### config.mk
export PLATFORM = sky130hd
export DESIGN_NAME = fp_alu_ctrl
export DESIGN_NICKNAME = d
export VERILOG_FILES = /design/src/rtl/fp_alu_ctrl.sv
export SDC_FILE = /design/constraint.sdc
export NUM_CORES = 1
export LEC_CHECK = 0
export CORE_ASPECT_RATIO = 0.9
export CORE_MARGIN = 2
export CORE_UTILIZATION = 41
export CTS_CLUSTER_DIAMETER = 150
export DETAILED_ROUTE_END_ITERATION = 8
export PLACE_DENSITY = 0.8
export SKIP_LAST_GASP = 1
export SLEW_MARGIN = 30
export SYNTH_ARGS = -nofsm -noshare
export SYNTH_HDL_FRONTEND = slang
export SYNTH_SLANG_ARGS = --single-unit
### constraint.sdc
create_clock -name clk -period 2.3 [get_ports clk]
set_clock_uncertainty 0.2 [all_clocks]
set_input_delay 0.69 -clock clk [delete_from_list [all_inputs] [get_ports clk]]
set_output_delay 0.69 -clock clk [all_outputs]
set_load 0.05 [all_outputs]
### src/rtl/fp_alu_ctrl.sv
// fp_alu_ctrl: sequential front-end for the combinational FP_ALU.
// Takes one operation at a time over a valid/ready request port and holds the operands on
// the ALU for LATENCY cycles. It then captures the result and flags, presents them on a
// valid/ready response port, and keeps sticky FCSR flags and the compare condition bits.
// Flag order everywhere: {SNaN, QNaN, div_by_zero, inexact, underflow, overflow}.

module fp_alu_ctrl #(
    parameter int unsigned LATENCY = 1,  // legal range 1..15
    parameter int unsigned TAG_W   = 5
) (
    input  logic             clk,
    input  logic             rst_n,

    // Request from the issue stage
    input  logic             req_valid,
    output logic             req_ready,
    input  logic [2:0]       req_func,
    input  logic [31:0]      req_a,
    input  logic [31:0]      req_b,
    input  logic [TAG_W-1:0] req_tag,

    // Combinational FP_ALU
    output logic [31:0]      alu_num1,
    output logic [31:0]      alu_num2,
    output logic [2:0]       alu_func,
    input  logic [31:0]      alu_result,
    input  logic [5:0]       alu_flags,

    // Response to the consumer
    output logic             rsp_valid,
    input  logic             rsp_ready,
    output logic [31:0]      rsp_result,
    output logic [5:0]       rsp_flags,
    output logic [TAG_W-1:0] rsp_tag,
    output logic             rsp_illegal,

    // Exceptions and status
    input  logic [5:0]       trap_en,
    output logic             exc_trap,
    output logic [5:0]       fcsr_flags,
    input  logic             fcsr_clr,
    output logic [2:0]       cc
);

    localparam logic [2:0] FuncCmp     = 3'b100;
    localparam logic [2:0] FuncIllegal = 3'b111;

    // Out-of-range LATENCY is clamped so the 4-bit settle counter can never wrap.
    localparam int unsigned LatClamped = (LATENCY < 1)  ? 1  :
                                         (LATENCY > 15) ? 15 : LATENCY;
    localparam logic [3:0]  CntLoad    = 4'(LatClamped - 1);

    typedef enum logic [1:0] {
        StIdle,
        StExec,
        StResp
    } state_e;

    state_e           state_q;
    logic [3:0]       cnt_q;

    // Operand registers; these drive the ALU directly and only change on acceptance.
    logic [31:0]      num1_q;
    logic [31:0]      num2_q;
    logic [2:0]       func_q;
    logic [TAG_W-1:0] tag_q;

    // Registered handshake and response outputs
    logic             req_ready_q;
    logic             rsp_valid_q;
    logic [31:0]      rsp_result_q;
    logic [5:0]       rsp_flags_q;
    logic [TAG_W-1:0] rsp_tag_q;
    logic             rsp_illegal_q;

    // Architectural status
    logic [5:0]       fcsr_q;
    logic [2:0]       cc_q;

    // Capture-side values
    logic             is_illegal;
    logic             capture;
    logic [31:0]      cap_result;
    logic [5:0]       cap_flags;

    // Decode what would be captured this cycle; illegal ops mask the ALU outputs entirely.
    always_comb begin
        is_illegal = (func_q == FuncIllegal);
        capture    = (state_q == StExec) && (cnt_q == 4'd0);
        cap_result = is_illegal ? 32'd0 : alu_result;
        cap_flags  = is_illegal ? 6'd0  : alu_flags;
    end

    // Controller FSM with registered handshake, operand and response outputs.
    always_ff @(posedge clk or negedge rst_n) begin
        if (!rst_n) begin
            state_q       <= StIdle;
            cnt_q         <= 4'd0;
            num1_q        <= 32'd0;
            num2_q        <= 32'd0;
            func_q        <= 3'd0;
            tag_q         <= '0;
            req_ready_q   <= 1'b1;
            rsp_valid_q   <= 1'b0;
            rsp_result_q  <= 32'd0;
            rsp_flags_q   <= 6'd0;
            rsp_tag_q     <= '0;
            rsp_illegal_q <= 1'b0;
            cc_q          <= 3'd0;
        end else begin
            unique case (state_q)
                StIdle: begin
                    if (req_valid && req_ready_q) begin
                        num1_q      <= req_a;
                        num2_q      <= req_b;
                        func_q      <= req_func;
                        tag_q       <= req_tag;
                        cnt_q       <= CntLoad;
                        req_ready_q <= 1'b0;
                        state_q     <= StExec;
                    end
                end
                StExec: begin
                    if (cnt_q != 4'd0) begin
                        cnt_q <= cnt_q - 4'd1;
                    end else begin
                        rsp_result_q  <= cap_result;
                        rsp_flags_q   <= cap_flags;
                        rsp_tag_q     <= tag_q;
                        rsp_illegal_q <= is_illegal;
                        // ALU encodes compare outcome one-hot in result[2:0] as {lt, eq, gt}.
                        if (func_q == FuncCmp) begin
                            cc_q <= alu_result[2:0];
                        end
                        rsp_valid_q   <= 1'b1;
                        state_q       <= StResp;
                    end
                end
                StResp: begin
                    if (rsp_ready) begin
                        rsp_valid_q <= 1'b0;
                        req_ready_q <= 1'b1;
                        state_q     <= StIdle;
                    end
                end
                default: begin
                    rsp_valid_q <= 1'b0;
                    req_ready_q <= 1'b1;
                    state_q     <= StIdle;
                end
            endcase
        end
    end

    // Sticky flags: a clear on the capture edge wipes the old state before the new flags land.
    always_ff @(posedge clk or negedge rst_n) begin
        if (!rst_n) begin
            fcsr_q <= 6'd0;
        end else if (capture) begin
            fcsr_q <= (fcsr_clr ? 6'd0 : fcsr_q) | cap_flags;
        end else if (fcsr_clr) begin
            fcsr_q <= 6'd0;
        end
    end

    // Output wiring; only the trap is combinational, and only from registered signals.
    always_comb begin
        req_ready   = req_ready_q;
        alu_num1    = num1_q;
        alu_num2    = num2_q;
        alu_func    = func_q;
        rsp_valid   = rsp_valid_q;
        rsp_result  = rsp_result_q;
        rsp_flags   = rsp_flags_q;
        rsp_tag     = rsp_tag_q;
        rsp_illegal = rsp_illegal_q;
        fcsr_flags  = fcsr_q;
        cc          = cc_q;
        exc_trap    = rsp_valid_q && |(rsp_flags_q & trap_en);
    end

`ifndef SYNTHESIS
    // A stalled response must not move.
    a_rsp_hold: assert property (@(posedge clk) disable iff (!rst_n)
        rsp_valid_q && !rsp_ready |=> rsp_valid_q && $stable(rsp_result_q) &&
            $stable(rsp_flags_q) && $stable(rsp_tag_q) && $stable(rsp_illegal_q));

    // Never accepting and responding at the same time.
    a_ready_excl: assert property (@(posedge clk) disable iff (!rst_n)
        !(req_ready_q && rsp_valid_q));

    // Operands stay put on the ALU for the whole settle window.
    a_alu_stable: assert property (@(posedge clk) disable iff (!rst_n)
        state_q == StExec |=> state_q != StExec ||
            ($stable(num1_q) && $stable(num2_q) && $stable(func_q)));

    a_trap_valid: assert property (@(posedge clk) disable iff (!rst_n)
        exc_trap |-> rsp_valid_q);
`endif

endmodule

# After elaboration in Yosys (flattened, before gate mapping)
# Index checks and enable logic that the tools add are counted.
[totals]
reg_bits = 133
in_bits = 121
out_inout_bits = 123
wordCells = 60
[classes]
n_addsub = 1
eq_ne = 8
mux = 17
bitwise_logic = 5
n_reduce_logical = 15
[ops]
columns = ["op", "n"]
rows = [
  ["two-way mux 32 bit", 1],
  ["two-way mux 6 bit", 3],
  ["AND reduction 3 bit", 5],
  ["two-way mux 4 bit", 2],
  ["case mux 4 bit (2 select lines)", 1],
  ["bitwise AND 6 bit", 1],
  ["== test 3 bit, second input constant", 2],
  ["two-way mux 2 bit", 3],
  ["inequality test 2 bit, second input constant", 3],
  ["bitwise OR 6 bit", 1],
  ["case mux 1 bit (3 select lines)", 2],
  ["case mux 2 bit (3 select lines)", 1],
  ["OR reduction 6 bit", 1],
  ["logical NOT 4 bit", 1],
  ["two-way mux 1 bit", 4],
  ["AND reduction 2 bit", 2],
  ["nonzero test 4 bit", 1],
  ["subtractor 4 x 1 -> 4 bit, second input constant", 1],
  ["logical AND 1 bit", 3],
  ["NOT 1 bit", 3],
  ["== test 2 x 1 -> 1 bit, second input constant", 1],
  ["== test 2 bit, second input constant", 1],
  ["logical NOT 2 bit", 1],
  ["inequality test 2 x 1 -> 1 bit, second input constant", 1],
  ["nonzero test 2 bit", 1],
]

# Depth between registers and ports, before layout
# Gate-level depths: netlist of run 1.
[depth]
depth_word = 4
ltp_mapped = 6
ltp_nobuf = 5

# Worst setup path after synthesis of run 1
# OpenSTA, ideal clock, no wires.
[synth_path]
path_kind = "register to output"
startpoint = "register rsp_flags_q[1] (netlist: rsp_flags[1])"
endpoint = "output exc_trap"
arrival_ps = 1695
slack_ps = -285
stages_incl_launch_ff = 3
path_cell_list = "dfrtp_1 a22oi_1 a31oi_1"
[synth_via]
elab_chain_len = 3
[synth_lines]
columns = ["item", "line", "text"]
rows = [
  ["start: declaration", "72", "logic [5:0] rsp_flags_q;"],
  ["start signal: assignment", "128", "rsp_flags_q <= cap_flags;"],
  ["bitwise AND 6 bit", "179", "exc_trap = rsp_valid_q && |(rsp_flags_q & trap_en);"],
  ["OR reduction 6 bit", "179", ""],
  ["logical AND 1 bit", "179", ""],
  ["end: declaration", "39", "output logic exc_trap,"],
]
# Every way passes these cells.

# Final worst setup path of run 1
[layout_path]
startpoint = "input trap_en[2]"
endpoint = "output exc_trap"
[layout_via]
elab_chain_len = 3
[layout_lines]
columns = ["item", "line", "text"]
rows = [
  ["start: declaration", "38", "input logic [5:0] trap_en,"],
  ["bitwise AND 6 bit", "179", ""],
  ["OR reduction 6 bit", "179", ""],
  ["logical AND 1 bit", "179", ""],
]
# Every way passes these cells.

==> metrics.csv, run 1 <==
stage,metric,value,unit
status,status,"finished, final reports clean",
placed_design,routability cong.,0.7986,
setup_path,CP max stage delay,240,ps
synth,"Seq/Total Area, Yosys",64.01,%
setup_path,CP arrival,1400,ps
synth,Synth Area per Inst,9.579,um^2
global_routing,largest net degree at the start of global routing,57,
routing,Via-to-Cell Ratio,4.930,
placed_design,DP HPWL,10310,um
synth,"Cell Area, Synth",5201,um^2
die,I/O pin count,244,
final_layout,Sequential Area,3329,um^2
final_layout,share of cells above drive strength 1,23.13,%
synth,post-synth net total,666,
timing,Worst Max-Slew Pin Slew,420.7,ps
die,Initial Utilization,41.47,%
routing,final WL,14440,um
clocking,CTS max path bufs,2,
placed_design,Placed Area,7624,um^2
worst_hold_path,Hold Path Class,reg -> reg,
final_layout,Area Growth Syn to Fin,58.67,%
synth,ranking of synthesized cells by area,"dfrtp_1 64%, nand2_1 18%, o21ai_0 5.4%",
setup_path,crit path max fanout,1,
clocking,Clock Latency Late Sink,410,ps
final_layout,Multi-input gate area,1769,um^2
global_routing,gr usage total,22.10,%
pwr,VDD IR-drop max,0.9763,mV
setup_path,worst path required time,1410,ps
routing,Pre-antenna DRT Iters,4,
clocking,H-tree Lvls,4,
die,core area,12540,um^2
setup_path,slowest library cell on the worst path,dlygate4sd2_1,
setup_path,"Critical Path, Cell by Cell",dlygate4sd2_1 -> a22oi_2 -> a31oi_2 -> buf_12,
final_layout,fin cells,964,
pwr,LEAKAGE,4.126,nW
final_layout,fin area,8253,um^2
routing,DRC Markers,0,
timing,fin crit period,2292,ps
final_layout,Fill cells,976,
die,Die Y,110.9,um
routing,initial DRC count,294,
clocking,CTS Buf Count,17,
clocking,clock slew at reported path FFs,50,ps
pwr,power density cells,1628,nW/um^2
timing,max-slew violation count,0,
routing,mean routed wirelength per cell,14.98,um
synth,Synth Register Bits,133,
clocking,Clock Root Buffer,clkbuf_16,
setup_path,CP startpoint kind,input pin,
clocking,Num Clock Sinks,133,
timing,"Setup violations, final",0,
routing,DR vias,4753,
flow_run,# Max-Cap Violations,0,
timing,WHS,264.7,ps
global_routing,vias in the first global route,4925,
timing,Fin. Hold Viols,0,
synth,post-synthesis cell type count,34,
synth,YS warnings,0,
final_layout,layout net count,910,
placed_design,port bufs,243,
clocking,TritonCTS clock tree,yes,
timing,f_max,436.4,MHz
setup_path,Setup crit end kind,output port,
timing,Relative slew margins,71.95,%
placed_design,placed cell count,931,
timing,period utilization,99.64,%
synth,"EDFF count, synth",0,
final_layout,Antenna Cells,0,
synth,Synth top area share,63.51,%
synth,top cell type by total area after synthesis,dfrtp_1,
timing,RSZ-0062 raised after global routing,yes,
setup_path,Worst Setup Path Type,in -> out,
routing,Final ANT Viol Nets,0,
die,die area,13600,um^2
synth,ys flop type,dfrtp_1,
die,# rows,39,
global_routing,total global routing overflow,0,
global_routing,antenna violations before repair,0,
die,chip width,122.7,um
global_routing,first-pass GRT wire length,23850,um
synth,Async SR Flop Fraction,100.0,%
synth,cell count after synthesis,543,
synth_stat cells, drive strengths merged, types with 2 or more instances:
| master | n |
|---|---|
| a21oi | 2 |
| buf | 2 |
| nand2b | 4 |
| clkbuf | 29 |
| a22o | 12 |
| nor2 | 3 |
| ha | 2 |
| o21ai | 70 |
| nand2 | 252 |
| dfrtp | 132 |
| inv | 5 |
| nor3b | 2 |
| mux2 | 8 |
| a22oi | 3 |
report_power, final:
part / internal (mW) / switching (mW)
clock network: 1.76 / 0.949
registers: 3.38 / 0.641
logic: 1.99 / 4.72
total: 7.12 / 6.31
kinds of logic after synthesis:
kind of cell | Yosys count | share of synthesized area [%]
and+or+nand+nor | 270 | 20.62
AOI/OAI and AO/OA | 94 | 10.46
muxes | 8 | 1.732
adders and majority gates | 2 | 0.4810
buffers and inverters | 36 | 2.694
DFF | 133 | 64.01
routing by layer:
layer  GRT usage [%]  vias to the layer above  share of wire [%]
met1           26.79                     2285                 39
met4           8.352                        0                1.9
met5               0                        -                  0
met3           6.944                       25                8.5
li1                -                     2248                  -
met2           36.57                      195                 50
metrics by stage:
step	power (mW)	setup TNS (ps)	util [%]	setup slack (ps)
floorplan	8.353	0	-	17.57
global placement	10.58	-223.8	60.79	-223.8
detailed placement	10.77	-283.1	60.79	-283.1
CTS	13.54	0	65.81	0.9311
global route	14.12	-39.93	65.81	-39.93
finish	13.43	0	65.81	8.261
area by class of cell:
class | count | area share (%)
sequential | 133 | 40.34
timing repair buffer | 256 | 28.15
multi-input combinational | 374 | 21.44
clock buffer | 24 | 6.201
tap | 164 | 2.486
clock inverter | 8 | 1.152
inverter | 5 | 0.2274
state kept, by name (all words and copies together) (netlist names):
name	count
alu_func	3
alu_num1	32
alu_num2	32
cc	3
cnt_q	4
fcsr_flags	6
req_ready	1
rsp_flags	6
rsp_illegal	1
rsp_result	32
rsp_tag	5
rsp_valid	1
state_q	2
tag_q	5
path summary, 6_finish.rpt:
path	startpoint	endpoint	slack, ps	depth (start not counted)
max in group asynchronous	rst_n	tag_q[1]$_DFFE_PN0P_	720	3
hold reg to reg	tag_q[2]$_DFFE_PN0P_	tag_q[2]$_DFFE_PN0P_	260	2
setup reg to reg	cnt_q[0]$_DFFE_PN0P_	rsp_flags[2]$_DFFE_PN0P_	470	5
min in group asynchronous	rst_n	cc[0]$_DFFE_PN0P_	560	2
hold / removal	tag_q[2]$_DFFE_PN0P_	tag_q[2]$_DFFE_PN0P_	260	2
setup / recovery	trap_en[2]	exc_trap	8	4
cells in the final DEF (no fill, tap or decap), drive strengths merged, types with 2 or more instances in the layout:
| cell type | instances |
|---|---|
| a22oi | 3 |
| nor3b | 2 |
| buf | 136 |
| nand2 | 252 |
| dlygate4sd2 | 2 |
| ha | 2 |
| o21ai | 70 |
| clkbuf | 24 |
| mux2 | 8 |
| a21oi | 2 |
| bufinv | 2 |
| nor2 | 3 |
| clkdlybuf4s50 | 113 |
| nand2b | 4 |
| dfrtp | 132 |
| clkinv | 4 |
| inv | 5 |
| clkinvlp | 2 |
| clkdlybuf4s15 | 4 |
| a22o | 12 |
worst max-delay path, delay by kind of cell:
| family | cells | cell delay (ps) |
|---|---|---|
| buffers and inverters | 2 | 410 |
| AO/OA/AOI/OAI | 2 | 300 |
repair_timing:
action,CTS,global route
pin swaps,4,1
gates resized for setup,13,0
setup buffers,0,0
cloned,0,0
endpoints found under the setup margin,1,1
hold buffers,1,0
endpoints found under the hold margin,38,0
Note: power is estimated with default switching activity, not from simulation.
==> run 2: changes to the inputs <==
==> constraint.sdc (replaced) <==
create_clock -name clk -period 2.3 [get_ports clk]
set_clock_uncertainty 0.2 [all_clocks]
set_input_delay 0.46 -clock clk [delete_from_list [all_inputs] [get_ports clk]]
set_output_delay 0.46 -clock clk [all_outputs]
set_load 0.05 [all_outputs]
==> metrics.csv, run 2 (synthesis gave the netlist of run 1 again) <==
stage,metric,value,unit,change
setup_path,CP max stage delay,830,ps,was 240 ps
pwr,power density cells,1603,nW/um^2,was 1628 nW/um^2
global_routing,gr usage total,22.51,%,was 22.10%
setup_path,Worst R2R Start,cnt_q[0]$_DFFE_PN0P_,,unchanged
clocking,Num Clock Sinks,133,,unchanged
pwr,total power draw,13.62,mW,was 13.43 mW
timing,f_max,442.7,MHz,was 436.4 MHz
die,Initial Utilization,41.47,%,unchanged
timing,"Setup violations, final",0,,unchanged
die,core area,12540,um^2,unchanged
final_layout,"most common cell after layout, fill and taps aside",nand2_1,,unchanged
timing,setup ws final,41.37,ps,was 8.261 ps
routing,final WL,14890,um,"was 14,440 um"
final_layout,share of cells above drive strength 1,7.615,%,was 23.13%
setup_path,Worst Setup Path Type,reg -> out,,was in -> out
die,die area,13600,um^2,unchanged
timing,WHS,267.8,ps,was 264.7 ps
pwr,sequential share of power,29.3,%,was 29.9%
routing,Pre-antenna DRT Iters,5,,was 4
placed_design,DP HPWL,10700,um,"was 10,310 um"
global_routing,largest net degree at the start of global routing,52,,was 57
global_routing,first-pass GRT wire length,23940,um,"was 23,850 um"
clocking,clock slew at reported path FFs,50,ps,about the same
final_layout,most frequent cells in the layout,"252 x nand2_1, 223 x clkdlybuf4s50_1, 132 x dfrtp_1",,"was 252 x nand2_1, 132 x dfrtp_1, 127 x buf_4"
worst_hold_path,Hold Path Class,reg -> reg,,unchanged
pwr,net switching power,6.278,mW,was 6.311 mW
clocking,Clock Root Buffer,clkbuf_16,,unchanged
setup_path,crit-path leading delay family,buffers and inverters,,unchanged
clocking,CTS max path bufs,2,,unchanged
pwr,VDD IR-drop max,1.201,mV,was 0.9763 mV
setup_path,Critical path origin,alu_num1[21]$_DFFE_PN0P_,,was trap_en[2]
pwr,LEAKAGE,4.102,nW,was 4.126 nW
clocking,Clock Latency Late Sink,400,ps,was 410 ps
setup_path,slowest library cell on the worst path,clkdlybuf4s50_1,,was dlygate4sd2_1
pwr,switching share of power,46.11,%,was 46.98%
setup_path,CP startpoint kind,flip-flop,,was input pin
timing,Fin. Hold Viols,0,,unchanged
die,Die Y,110.9,um,unchanged
placed_design,port bufs,243,,unchanged
clocking,TritonCTS clock tree,yes,,unchanged
timing,Relative slew margins,62.86,%,was 71.95%
setup_path,Setup crit end kind,output port,,unchanged
placed_design,routability cong.,0.7612,,was 0.7986
timing,fin crit period,2259,ps,was 2292 ps
final_layout,Area Growth Syn to Fin,63.27,%,was 58.67%
pwr,Internal,7.337,mW,was 7.124 mW
final_layout,layout net count,911,,was 910
clocking,CTS Buf Count,17,,unchanged
pwr,Clock Power Share,19.2,%,was 20.2%
timing,max-slew violation count,0,,unchanged
global_routing,total global routing overflow,0,,unchanged
die,# rows,39,,unchanged
setup_path,CP arrival,1600,ps,was 1400 ps
final_layout,Antenna Cells,0,,unchanged
status,status,"finished, final reports clean",,unchanged
setup_path,"Critical Path, Cell by Cell",clkdlybuf4s50_1,,was dlygate4sd2_1 -> a22oi_2 -> a31oi_2 -> buf_12
setup_path,WP buf/inv,1,,was 2
setup_path,worst path required time,1640,ps,was 1410 ps
placed_design,placed cell count,932,,was 931
global_routing,vias in the first global route,4929,,"was 4,925"
timing,period utilization,98.20,%,was 99.64%
routing,DRC Markers,0,,unchanged
setup_path,crit path max fanout,2,,was 1
routing,initial DRC count,293,,was 294
timing,Worst Max-Slew Pin Slew,555.4,ps,was 420.7 ps
global_routing,antenna violations before repair,0,,unchanged
routing,mean routed wirelength per cell,15.43,um,was 14.98 um
clocking,H-tree Lvls,4,,unchanged
flow_run,# Max-Cap Violations,0,,unchanged
placed_design,worst slack at placement,217.5,ps,was -283.1 ps
routing,Via-to-Cell Ratio,4.890,,was 4.930
die,I/O pin count,244,,unchanged
routing,Final ANT Viol Nets,0,,unchanged
routing,DR vias,4719,,"was 4,753"
die,chip width,122.7,um,unchanged
final_layout,fin cells,965,,was 964
setup_path,r2r setup slk,330,ps,was 470 ps
worst_hold_path,Hold Crit Start,alu_num2[9]$_DFFE_PN0P_,,was tag_q[2]$_DFFE_PN0P_
pwr,combinational power share,51.5,%,was 49.9%
run 2: cell types whose count changed in the layout (fill, tap and decap cells not counted), moves of 2 or more:
cell,delta
clkdlybuf4s50_1,+110
dlygate4sd2_1,+3
clkbuf_8,-3
dlymetal6s2s_1,+11
clkdlybuf4s15_1,-4
clkbuf_1,+2
buf_12,-4
buf_4,-115
a22oi_2,-3
a22oi_1,+3
run 2: final timing paths:
path / end / cells after the start
worst max-delay path: alu_num1[21] / 1
worst min-delay path: alu_num2[9]$_DFFE_PN0P_ / 2
worst max register to register: rsp_result[26]$_DFFE_PN0P_ / 6
worst min register to register: alu_num2[9]$_DFFE_PN0P_ / 2
max in group asynchronous: alu_num2[13]$_DFFE_PN0P_ / 3
min in group asynchronous: rsp_result[9]$_DFFE_PN0P_ / 2
run 2: layer usage:
| metal | vias to the layer above | share of wire [%] | GRT usage [%] | wire length (um) |
|---|---|---|---|---|
| met5 | - | 0 | 0 | 0 |
| met4 | 0 | 2.0 | 8.889 | 292 |
| met3 | 22 | 9.2 | 7.716 | 1377 |
| met2 | 196 | 49 | 37.42 | 7367 |
| met1 | 2251 | 39 | 26.55 | 5853 |
| li1 | 2250 | - | - | - |
run 2: repair_timing:
action | CTS | global route
resized for setup | 5 | 11
setup endpoints to repair | 5 | 11
hold endpoints to repair | 37 | 0
hold buffers | 1 | 0
setup buffers | 0 | 0
run 2: area by class of cell:
| cell class | count | area (um^2) |
|---|---|---|
| clock inverters | 9 | 101.3 |
| repair buffers | 257 | 2605 |
| inverters | 5 | 18.77 |
| fillers | 925 | 4049 |
| clock buffers | 23 | 478.0 |
| well taps | 164 | 205.2 |
| multi-input cells | 374 | 1754 |
| flip-flops and latches | 133 | 3329 |
run 2: power by group through the flow:
stage	registers (mW)	clock network (mW)	logic [mW]
6_report	3.99	2.61	7.02
5_1_grt	4.11	2.80	7.39
4_1_cts	3.99	2.67	7.08
3_5_place_dp	4.01	0	7.08
3_3_place_gp	3.94	0	6.97
2_1_floorplan	7.32	0	1.04
run 2: metrics by stage:
stage / area, um^2 / utilization (%) / TNS (ps)
floorplan: 5207 / - / 0
global placement: 7881 / 62.85 / 0
detailed placement: 7881 / 62.85 / 0
CTS: 8464 / 67.49 / 0
global route: 8492 / 67.71 / -12.70
finish: 8492 / 67.71 / 0
